File: src/rtl/retire_queue.sv
// In-order retire/write-back stage: DEPTH-entry queue of ALU results and issued loads,
// in-order fill from memory responses, load alignment/extension, registered register-bank write.
module retire_queue #(
  parameter int XLEN  = 32,
  parameter int DEPTH = 4
) (
  input  logic            clk,
  input  logic            reset_n,
  input  logic            flush_i,
  input  logic            in_valid_i,
  output logic            in_ready_o,
  input  logic            in_is_load_i,
  input  logic [2:0]      in_funct3_i,
  input  logic [4:0]      in_rd_i,
  input  logic [XLEN-1:0] in_result_i,
  input  logic            mem_rvalid_i,
  input  logic [XLEN-1:0] mem_rdata_i,
  output logic            regbank_we_o,
  output logic [4:0]      regbank_addr_o,
  output logic [XLEN-1:0] regbank_data_o,
  output logic            empty_o,
  output logic            protocol_err_o
);

  localparam int PW   = $clog2(DEPTH);
  localparam int CW   = PW + 1;
  localparam int OFFW = $clog2(XLEN / 8);
  localparam logic [PW-1:0] PTR_ONE   = PW'(1'b1);
  localparam logic [CW-1:0] CNT_ONE   = CW'(1'b1);
  localparam logic [CW-1:0] CNT_DEPTH = CW'(DEPTH);

  logic [DEPTH-1:0] r_vld;
  logic [DEPTH-1:0] r_is_load;
  logic [DEPTH-1:0] r_filled;
  logic [2:0]       r_funct3 [DEPTH];
  logic [4:0]       r_rd     [DEPTH];
  logic [OFFW-1:0]  r_off    [DEPTH];
  logic [XLEN-1:0]  r_data   [DEPTH];
  logic [PW-1:0]    r_head;
  logic [PW-1:0]    r_tail;
  logic [CW-1:0]    r_count;
  logic [CW-1:0]    r_drop;
  logic             r_we;
  logic [4:0]       r_addr;
  logic [XLEN-1:0]  r_wdata;
  logic             r_perr;

  logic [CW-1:0]    w_unfilled;
  logic             w_fill_hit;
  logic [PW-1:0]    w_fill_idx;
  logic [PW-1:0]    w_k;
  logic             w_cand;
  logic [CW-1:0]    w_sum;
  logic             w_full;
  logic             w_enq;
  logic             w_ret;
  logic             w_drop_nz;
  logic             w_fill;
  logic             w_perr;
  logic [XLEN-1:0]  w_load_data;

  // Select the addressed byte/half/word of a naturally aligned memory word and extend it.
  function automatic logic [XLEN-1:0] align_load(input logic [XLEN-1:0] rdata,
                                                 input logic [OFFW-1:0] off,
                                                 input logic [2:0]      funct3);
    logic [XLEN-1:0] b_sh;
    logic [XLEN-1:0] h_sh;
    logic [XLEN-1:0] wd_sh;
    logic [XLEN-1:0] res;
    b_sh  = rdata >> {off, 3'b000};
    h_sh  = rdata >> {off[OFFW-1:1], 4'b0000};
    wd_sh = (XLEN == 64) ? (rdata >> {off[OFFW-1], 5'b00000}) : rdata;
    case (funct3)
      3'b000: begin res = {XLEN{b_sh[7]}};   res[7:0]  = b_sh[7:0];   end
      3'b001: begin res = {XLEN{h_sh[15]}};  res[15:0] = h_sh[15:0];  end
      3'b010: begin res = {XLEN{wd_sh[31]}}; res[31:0] = wd_sh[31:0]; end
      3'b011: begin
        if (XLEN == 64) begin
          res = rdata;
        end else begin
          res = {XLEN{wd_sh[31]}}; res[31:0] = wd_sh[31:0];
        end
      end
      3'b100: begin res = '0; res[7:0]  = b_sh[7:0];  end
      3'b101: begin res = '0; res[15:0] = h_sh[15:0]; end
      3'b110: begin
        if (XLEN == 64) begin
          res = '0; res[31:0] = wd_sh[31:0];
        end else begin
          res = {XLEN{wd_sh[31]}}; res[31:0] = wd_sh[31:0];
        end
      end
      default: res = rdata;
    endcase
    return res;
  endfunction

  // Walk the queue from the head: count unfilled loads and find the oldest one.
  always_comb begin
    w_unfilled = '0;
    w_fill_hit = 1'b0;
    w_fill_idx = r_head;
    w_k        = r_head;
    w_cand     = 1'b0;
    for (int i = 0; i < DEPTH; i++) begin
      w_k        = r_head + PW'(i);
      w_cand     = r_vld[w_k] & r_is_load[w_k] & ~r_filled[w_k];
      w_unfilled = w_unfilled + CW'(w_cand);
      w_fill_idx = (w_cand && !w_fill_hit) ? w_k : w_fill_idx;
      w_fill_hit = w_fill_hit | w_cand;
    end
  end

  // drop_cnt + unfilled never exceeds DEPTH, so CW bits hold the sum.
  assign w_sum       = r_drop + w_unfilled;
  assign w_full      = (r_count == CNT_DEPTH);
  assign in_ready_o  = !w_full && (w_sum < CNT_DEPTH);
  assign w_enq       = in_valid_i & in_ready_o & ~flush_i;
  assign w_ret       = ~flush_i & r_vld[r_head] & (~r_is_load[r_head] | r_filled[r_head]);
  assign w_drop_nz   = (r_drop != '0);
  assign w_fill      = mem_rvalid_i & ~w_drop_nz & w_fill_hit;
  assign w_perr      = mem_rvalid_i & ~w_drop_nz & ~w_fill_hit;
  assign w_load_data = align_load(mem_rdata_i, r_off[w_fill_idx], r_funct3[w_fill_idx]);

  // Queue state, response bookkeeping and the registered write port.
  always_ff @(posedge clk or negedge reset_n) begin
    if (!reset_n) begin
      r_vld     <= '0;
      r_is_load <= '0;
      r_filled  <= '0;
      for (int i = 0; i < DEPTH; i++) begin
        r_funct3[i] <= 3'b000;
        r_rd[i]     <= 5'd0;
        r_off[i]    <= '0;
        r_data[i]   <= '0;
      end
      r_head  <= '0;
      r_tail  <= '0;
      r_count <= '0;
      r_drop  <= '0;
      r_we    <= 1'b0;
      r_addr  <= 5'd0;
      r_wdata <= '0;
      r_perr  <= 1'b0;
    end else if (flush_i) begin
      // Every load still unfilled now has a response in flight that must be discarded.
      r_vld   <= '0;
      r_head  <= '0;
      r_tail  <= '0;
      r_count <= '0;
      r_drop  <= w_sum - CW'(mem_rvalid_i & ~w_perr);
      r_we    <= 1'b0;
      if (w_perr) begin
        r_perr <= 1'b1;
      end
    end else begin
      if (w_ret) begin
        r_vld[r_head] <= 1'b0;
        r_head        <= r_head + PTR_ONE;
        r_we          <= (r_rd[r_head] != 5'd0);
        r_addr        <= r_rd[r_head];
        r_wdata       <= r_data[r_head];
      end else begin
        r_we <= 1'b0;
      end
      if (w_enq) begin
        r_vld[r_tail]     <= 1'b1;
        r_is_load[r_tail] <= in_is_load_i;
        r_filled[r_tail]  <= 1'b0;
        r_funct3[r_tail]  <= in_funct3_i;
        r_rd[r_tail]      <= in_rd_i;
        r_off[r_tail]     <= in_result_i[OFFW-1:0];
        r_data[r_tail]    <= in_result_i;
        r_tail            <= r_tail + PTR_ONE;
      end
      if (w_fill) begin
        r_filled[w_fill_idx] <= 1'b1;
        r_data[w_fill_idx]   <= w_load_data;
      end
      r_count <= r_count + CW'(w_enq) - CW'(w_ret);
      if (mem_rvalid_i && w_drop_nz) begin
        r_drop <= r_drop - CNT_ONE;
      end
      if (w_perr) begin
        r_perr <= 1'b1;
      end
    end
  end

  assign regbank_we_o   = r_we;
  assign regbank_addr_o = r_addr;
  assign regbank_data_o = r_wdata;
  assign empty_o        = (r_count == '0);
  assign protocol_err_o = r_perr;

endmodule

File: config.mk
export PLATFORM = sky130hd
export DESIGN_NAME = retire_queue
export DESIGN_NICKNAME = d
export VERILOG_FILES = /design/src/rtl/retire_queue.sv
export SDC_FILE = /design/constraint.sdc
export NUM_CORES = 1
export LEC_CHECK = 0
export ABC_AREA = 1
export BUFFER_PORTS_ARGS = -buffer_cell sky130_fd_sc_hd__buf_2
export CAP_MARGIN = 5
export CORE_UTILIZATION = 30
export CTS_CLUSTER_SIZE = 16
export DETAILED_ROUTE_END_ITERATION = 7
export GPL_ROUTABILITY_DRIVEN = 0
export PLACE_DENSITY = 0.53
export SYNTH_ARGS = -nofsm -noshare
export SYNTH_HDL_FRONTEND = slang
export SYNTH_SLANG_ARGS = --single-unit
File: constraint.sdc
create_clock -name clk -period 11.3 [get_ports clk]
set_input_delay 0.565 -clock clk [delete_from_list [all_inputs] [get_ports clk]]
set_output_delay 0.565 -clock clk [all_outputs]
set_load 0.1 [all_outputs]
==> metrics.txt, run 1 <==
outcome completed; syn nets approximately 2100; area delta synth->final 13.8%; initial drt markers ~1300; antenna viol nets, final 0; setup_tns 0 ps; Starting Density around 31%; most frequent cells in the layout nand2_1, dfrtp_1, nor2_1; CP startpoint kind flip-flop; TritonCTS clock tree built; antenna cells 0; final wirelength between 40000 and 50000 um; clk_lat worst skew 570 ps; drt first pass iters 6; Peak VDD IR approximately 0.17 mV; Worst-path clk slew about 60 ps; Worst Skew approximately 17 ps; Period minus WS final approximately 6400 ps; Tcrit/Tclk final a little under three fifths; Non-Filler Instances around 2700; RSZ-0062 raised after global routing no; H-tree Lvls 1; Post-DP Area roughly 15000 um^2; Congestion Overflow GR 0; Slew HR 20.4%; sw frac 51.7%; PortBufs around 120; vias in the first global route roughly 13000; synth warn 0; Hold Crit Class input port to async pin; initial antenna violation count 1; Critical Path End Type flip-flop; final cell area excluding filler cells around 16000 um^2; Slew Limit Fails 0; Syn Area/Cell slightly below 7 um^2; critical path cell sequence inv_4, ha_1, inv_1, nand2_1, nand2_2, fa_1, fa_1, fa_1, xor2_1, a21oi_1, nand2_1, nor2_1, nand2_2, buf_4, inv_1, buf_4, o21ai_0, o21ai_0, o21bai_1, nand2_1; LEAKAGE 7.64 nW; CTS Hold Buffers Added 0; placed cells about 2600; FFs w/ async S/R, synth 100%; max_cap viols 0; Slew @ Worst Pin about 1200 ps; # Post-CTS Setup Buffers 0; final-report hold violation count 0; die height 218 um; FMAX roughly 160 MHz; Synth Register Bits 229; NumNets Final 2142; CP max stage delay 720 ps; share of cells above drive strength 1 12.6%; Site Rows between 70 and 80; CP Class flip-flop to flip-flop; combinational power share about half; Max FO, Critical Path 68; Top Ports 119; Seq/Total Area, Yosys approximately two fifths; Longest Clk Path Bufs 3; Post-synth EDFFs 0; Clk network pwr share ~20%; post-synthesis instance total between 2000 and 2500; P_int between 2 and 2.5 mW; CTS Buf Count 29; Switch Pwr ~2.5 mW; fillers between 4000 and 5000; via count approximately 14000; Arrival @ worst endpoint between 6000 and 7000 ps; synth unique cells 36; core box area 45700 um^2; wire length per cell between 15 and 20 um; Sequential Power Share approximately 28%; Most used DFF post-synth dfrtp_1; Post-CTS Resized 0; Final Power ~4.8 mW; largest net degree at the start of global routing 120; clk sinks approximately 230; Die ar. between 40000 and 50000 um^2; first-pass GRT wire length 76900 um; Critical Path RT approximately 12000 ps; GR Util All Layers approximately a fifth; clock root cell clkbuf_16; DRC 0; # setup viols final 0; Vias/cell about 5.2; commonest non-fill, non-tap cell in the layout nand2_1; post-detail-place hpwl between 30000 and 40000 um; PD cells 298 nW/um^2; Die W ~220 um; Post-Syn Area about 14000 um^2; Max stage delay cell, worst path dfrtp_4
[logic make-up after synthesis]
logic type / count (synthesis) / share of synthesized area [%]
XOR/XNOR: 3 / 0.188
AND/OR/NAND/NOR: 1136 / 34.1
flip-flops: 229 / 40.9
adder cells (fa/ha/maj): 18 / 1.82
AO/OA/AOI/OAI: 388 / 16.0
buffers and inverters: 237 / 6.93
[final timing paths]
kind | startpoint | to | slack [ps] | depth (start not counted)
max | r_head[0] | r_data[22] | 4880 | 20
min reg2reg | protocol_err_o | protocol_err_o | 460 | 1
max in group asynchronous | reset_n | r_funct3[11] | 9700 | 2
min in group clk | in_rd_i[4] | r_rd[19] | 330 | 3
max reg2reg | r_head[0] | r_data[22] | 4880 | 20
min | reset_n | regbank_data_o[18] | 90 | 1
[synthesized netlist by cell type (all sizes together), types with 4 or more instances]
cell type	number	area [um^2]
o211ai	20	150
nand3	135	863
clkbuf	100	375
o21ai	181	910
a21oi	36	191
nor2	151	582
dfrtp	229	5730
buf	35	206
o21bai	20	150
nand2	840	3240
o22ai	5	31.3
fa	4	80.1
inv	102	388
a32o	5	50.1
ha	14	175
a31oi	121	757
[cell type report]
| type | count | area (um^2) | share of cell area (%) |
|---|---|---|---|
| repair buffers | 139 | 764 | 4.80 |
| clock inverters | 10 | 109 | 0.683 |
| clock buffers | 43 | 868 | 5.45 |
| multi-input cells | 1545 | 7310 | 45.9 |
| inverters | 102 | 388 | 2.44 |
| flip-flops and latches | 229 | 5740 | 36.0 |
| well taps | 600 | 751 | 4.71 |
[power by group through the flow]
stage | clock network (mW) | registers (mW) | logic, mW
5_1_grt | 1.00 | 1.39 | 2.68
3_5_place_dp | 0 | 1.36 | 2.45
4_1_cts | 0.974 | 1.35 | 2.45
2_1_floorplan | 0 | 1.79 | 1.37
3_3_place_gp | 0 | 1.35 | 2.42
6_report | 0.953 | 1.35 | 2.45
[metrics by stage]
step	hold slack, ps	util [%]	setup slack (ps)
2_1_floorplan	269	-	4530
3_3_place_gp	454	32.7	5160
3_5_place_dp	449	32.7	4930
4_1_cts	162	34.9	4900
5_1_grt	176	34.9	4410
6_report	90.7	34.9	4880
[sequential cells by signal (all words and copies together), names as in the netlist, 5 cells and up]
signal / cells
regbank_addr_o: 5
r_data: 128
r_off: 8
r_funct3: 12
r_rd: 20
regbank_data_o: 32
[worst max-delay path, delay by kind of cell, from the launching register on]
kind                     cells  cell delay (ps)
AO/OA/AOI/OAI                4              610
flip-flops                   1              720
adder cells (fa/ha/maj)      4             1670
XOR/XNOR                     1              190
buffers and inverters        5             2080
AND/OR/NAND/NOR              6              940
[routing by layer]
layer	routed length (um)	share of wire (%)	track usage (%)
met1	23100	47	30.1
met2	21600	44	32.0
met3	3600	7.3	2.29
met5	0	0	0
met4	894	1.8	5.57
Note: power is estimated with default switching activity, not from simulation.
==> run 2: changes to the inputs <==
- ABC_AREA: 1 -> 0
- PLACE_DENSITY: 0.53 -> 0.55
- clock period: 11.3 -> 5.28 ns (I/O delays scaled with it)
==> run 2 against run 1 <==
Routed wire length down 25%; combinational power is 79% higher; worst setup slack got worse by 4500 ps; sequential power is 110% higher; register-to-register slack worse by 4500 ps; first-iteration DRC count decreased by 41%; sequential cell count stayed put; cell area down 13%; area after synthesis is 17% lower; total power up 92%; utilization is 1.7 points higher; clock power grew 97%.
==> metrics.txt, run 2 <==
outcome completed; CTS Buf Count 26 (-10%); Max FO, Critical Path 15 (-78%); NumNets Final 1203 (-44%); area delta synth->final 19.0%; antenna cells 0 (unchanged); commonest non-fill, non-tap cell in the layout dfrtp_1; die height 199 um (-8.6%); Slew Limit Fails 0 (unchanged); sw frac 44.0% (-7.8 points); Site Rows 71 (-9.0%); Post-CTS Resized 0 (unchanged); post-detail-place hpwl 24400 um (-20%); Yosys top cell area share 49.1% (+8.2 points); Slew @ Worst Pin 899 ps (-293 ps); worst r2r path cells 14 (-30%); core box area 37900 um^2 (-17%); capturing point of the worst reg2reg path r_data[8]; worst hold margin 21.2 ps (-69.5 ps); PortBufs 118 (unchanged); syn nets 1078 (-49%); Largest Register r_data; Arrival @ worst endpoint 5250 ps (-1620 ps); max_cap viols 0 (unchanged); final-report hold violation count 0 (unchanged); Period minus WS final 4850 ps (-1560 ps); GR Util All Layers 18.6% (-2.0 points); hold endpoint r_rd[3]; share of cells above drive strength 1 32.5% (+20 points); most frequent cells in the layout dfrtp_1, buf_2, nor2_1; Max stage delay cell, worst path dfrtp_4; Tcrit/Tclk final 91.9% (+35 points); # Post-CTS Setup Buffers 0 (unchanged); FMAX 206 MHz (+32%); Starting Density 30.7% (+0.11 points); clk sinks 229 (unchanged); CTS Hold Buffers Added 2 (+2); Longest Clk Path Bufs 3 (unchanged); largest net degree at the start of global routing 121 (+0.83%); final wirelength 36900 um (-25%); synth cell count leaders dfrtp_1, nor2_1, mux2_2, a21oi_1, a221oi_1; worst hold start in_rd_i[3]; initial drt markers 783 (-41%); Die W 199 um (-8.6%); setup_tns 0 ps (unchanged); LEAKAGE 5.95 nW (-22%); Top Ports 119 (unchanged); R2R Setup Slk 430 ps (-4460 ps); H-tree Lvls 1 (unchanged); Clk network pwr share 20.5% (+0.5 points); Critical Path End Type flip-flop; FFs w/ async S/R, synth 100% (unchanged); Slew HR 39.6% (+19 points); CP max stage delay 540 ps (-180 ps); Syn Area/Cell 11.9 um^2 (+71%); Synth Register Bits 229 (unchanged); # setup viols final 0 (unchanged); PnR worst setup slack 429 ps (-4460 ps); TritonCTS clock tree built; Worst Skew 27.2 ps (+10.7 ps); Crit path top cell by count fa_1; synth unique cells 72 (+100%); DRC 0 (unchanged); Peak VDD IR 0.365 mV (+120%); wire length per cell 22.6 um (+22%); Largest register FFs 128 (unchanged); Post-synth EDFFs 0 (unchanged); Worst-path clk slew 60 ps (about the same); PD cells 658 nW/um^2 (+120%); RSZ-0062 raised after global routing no; ranking of synthesized cells by area dfrtp_1, mux2_2, mux4_2, a221oi_1, nor2_1; Hold Crit Class input port to flip-flop; dpl ws 474 ps (-4450 ps); clock root cell clkbuf_16; top-count cell post-synth dfrtp_1; Critical Path RT 5670 ps (-6080 ps); worst reg2reg path startpoint r_head[0]; antenna viol nets, final 0 (unchanged); Seq/Total Area, Yosys 49.1% (+8.2 points); Vias/cell 5.67 (+8.1%); Congestion Overflow GR 0 (unchanged); P_int 5.12 mW (+120%); Die ar. 39700 um^2 (-17%); synth warn 0 (unchanged); final core occ 36.6% (+1.7 points); critical path cell sequence inv_2, ha_1, mux4_2, fa_1, fa_1, fa_1, xor2_1, a21oi_4, nand2_2, nor2_1, buf_4, nand3_1, o32ai_1, a21oi_1; Final Power 9.13 mW (+92%); CP startpoint kind flip-flop; drt first pass iters 5 (-1); post-synthesis instance total 982 (-51%); Sequential Power Share 31.5% (+3.0 points); first-pass GRT wire length 56300 um (-27%); vias in the first global route 9259 (-30%); Hold Path Depth 2; initial antenna violation count 4 (+3); combinational power share 47.9% (-3.6 points); Most used DFF post-synth dfrtp_1; Post-Syn Area 11700 um^2 (-17%); CP Class flip-flop to flip-flop; Switch Pwr 4.02 mW (+63%); clk_lat worst skew 550 ps (-20 ps); via count 9278 (-34%); cell taking the most area after synthesis dfrtp_1
run 2: changes by cell type after synthesis, moves of 34 or more:
cell,change
mux2_2,+88
o32ai_1,+34
nand2_1,-763
clkbuf_1,-57
o21ai_1,-45
a31oi_1,-118
inv_1,-83
o21ai_0,-117
mux4_2,+42
a21oi_1,+44
nand3_1,-101
a221oi_1,+54
nor2_1,-37
run 2: worst max-delay path, delay by kind of cell, from the launching register on:
kind	cells	cell delay, ps
xor+xnor	1	200
mux	1	370
flops	1	540
compound gates	3	710
fa+ha+maj	4	1790
buf+inv	2	350
simple gates	3	750
run 2: cell families (layout without fill, tap and decap cells):
logic type,count (synthesis),count (layout),share of synthesized area (%)
multiplexers,144,144,17.9
buffers and inverters,75,219,2.71
adder cells (fa/ha/maj),18,18,2.19
flip-flops,229,229,49.1
XOR/XNOR,8,8,0.601
AND/OR/NAND/NOR,238,238,9.69
AO/OA/AOI/OAI,270,270,17.8
run 2: power groups by stage:
stage,clock [mW],combinational (mW),sequential (mW)
floorplan,0,2.41,3.83
global placement,0,4.33,2.88
detailed placement,0,4.39,2.90
CTS,1.92,4.40,2.87
global route,1.99,4.69,2.96
finish,1.88,4.38,2.88
run 2: through the flow:
| step | cells | cell area (um^2) |
|---|---|---|
| finish | 1637 | 13900 |
| global route | 1637 | 13900 |
| CTS | 1637 | 13900 |
| detailed placement | 1588 | 13000 |
| global placement | 1588 | 13000 |
| floorplan | 982 | 11700 |
run 2: cell type report:
class                      instances  area [um^2]
clock buffer                      37          752
tap                              511          639
fill                            3763        24100
clock inverter                    10          136
timing repair buffer             156          903
sequential                       229         5740
multi-input combinational        678         5650
inverter                          16         60.1
run 2: worst max-delay path by stage:
stage / startpoint / endpoint / slack [ps]
floorplan: r_head[0] / r_count[2] / 4
global placement: r_head[0] / r_data[8] / 540
detailed placement: r_head[0] / r_data[8] / 470
CTS: r_head[0] / r_data[8] / 490
global route: r_head[0] / r_data[10] / 160
finish: r_head[0] / r_data[8] / 430
run 2: layer usage:
metal	GRT usage, %	part of all wire, %
met2	29.4	46
met4	5.36	2.4
met3	4.02	7.5
met5	0	0.11
met1	25.7	44
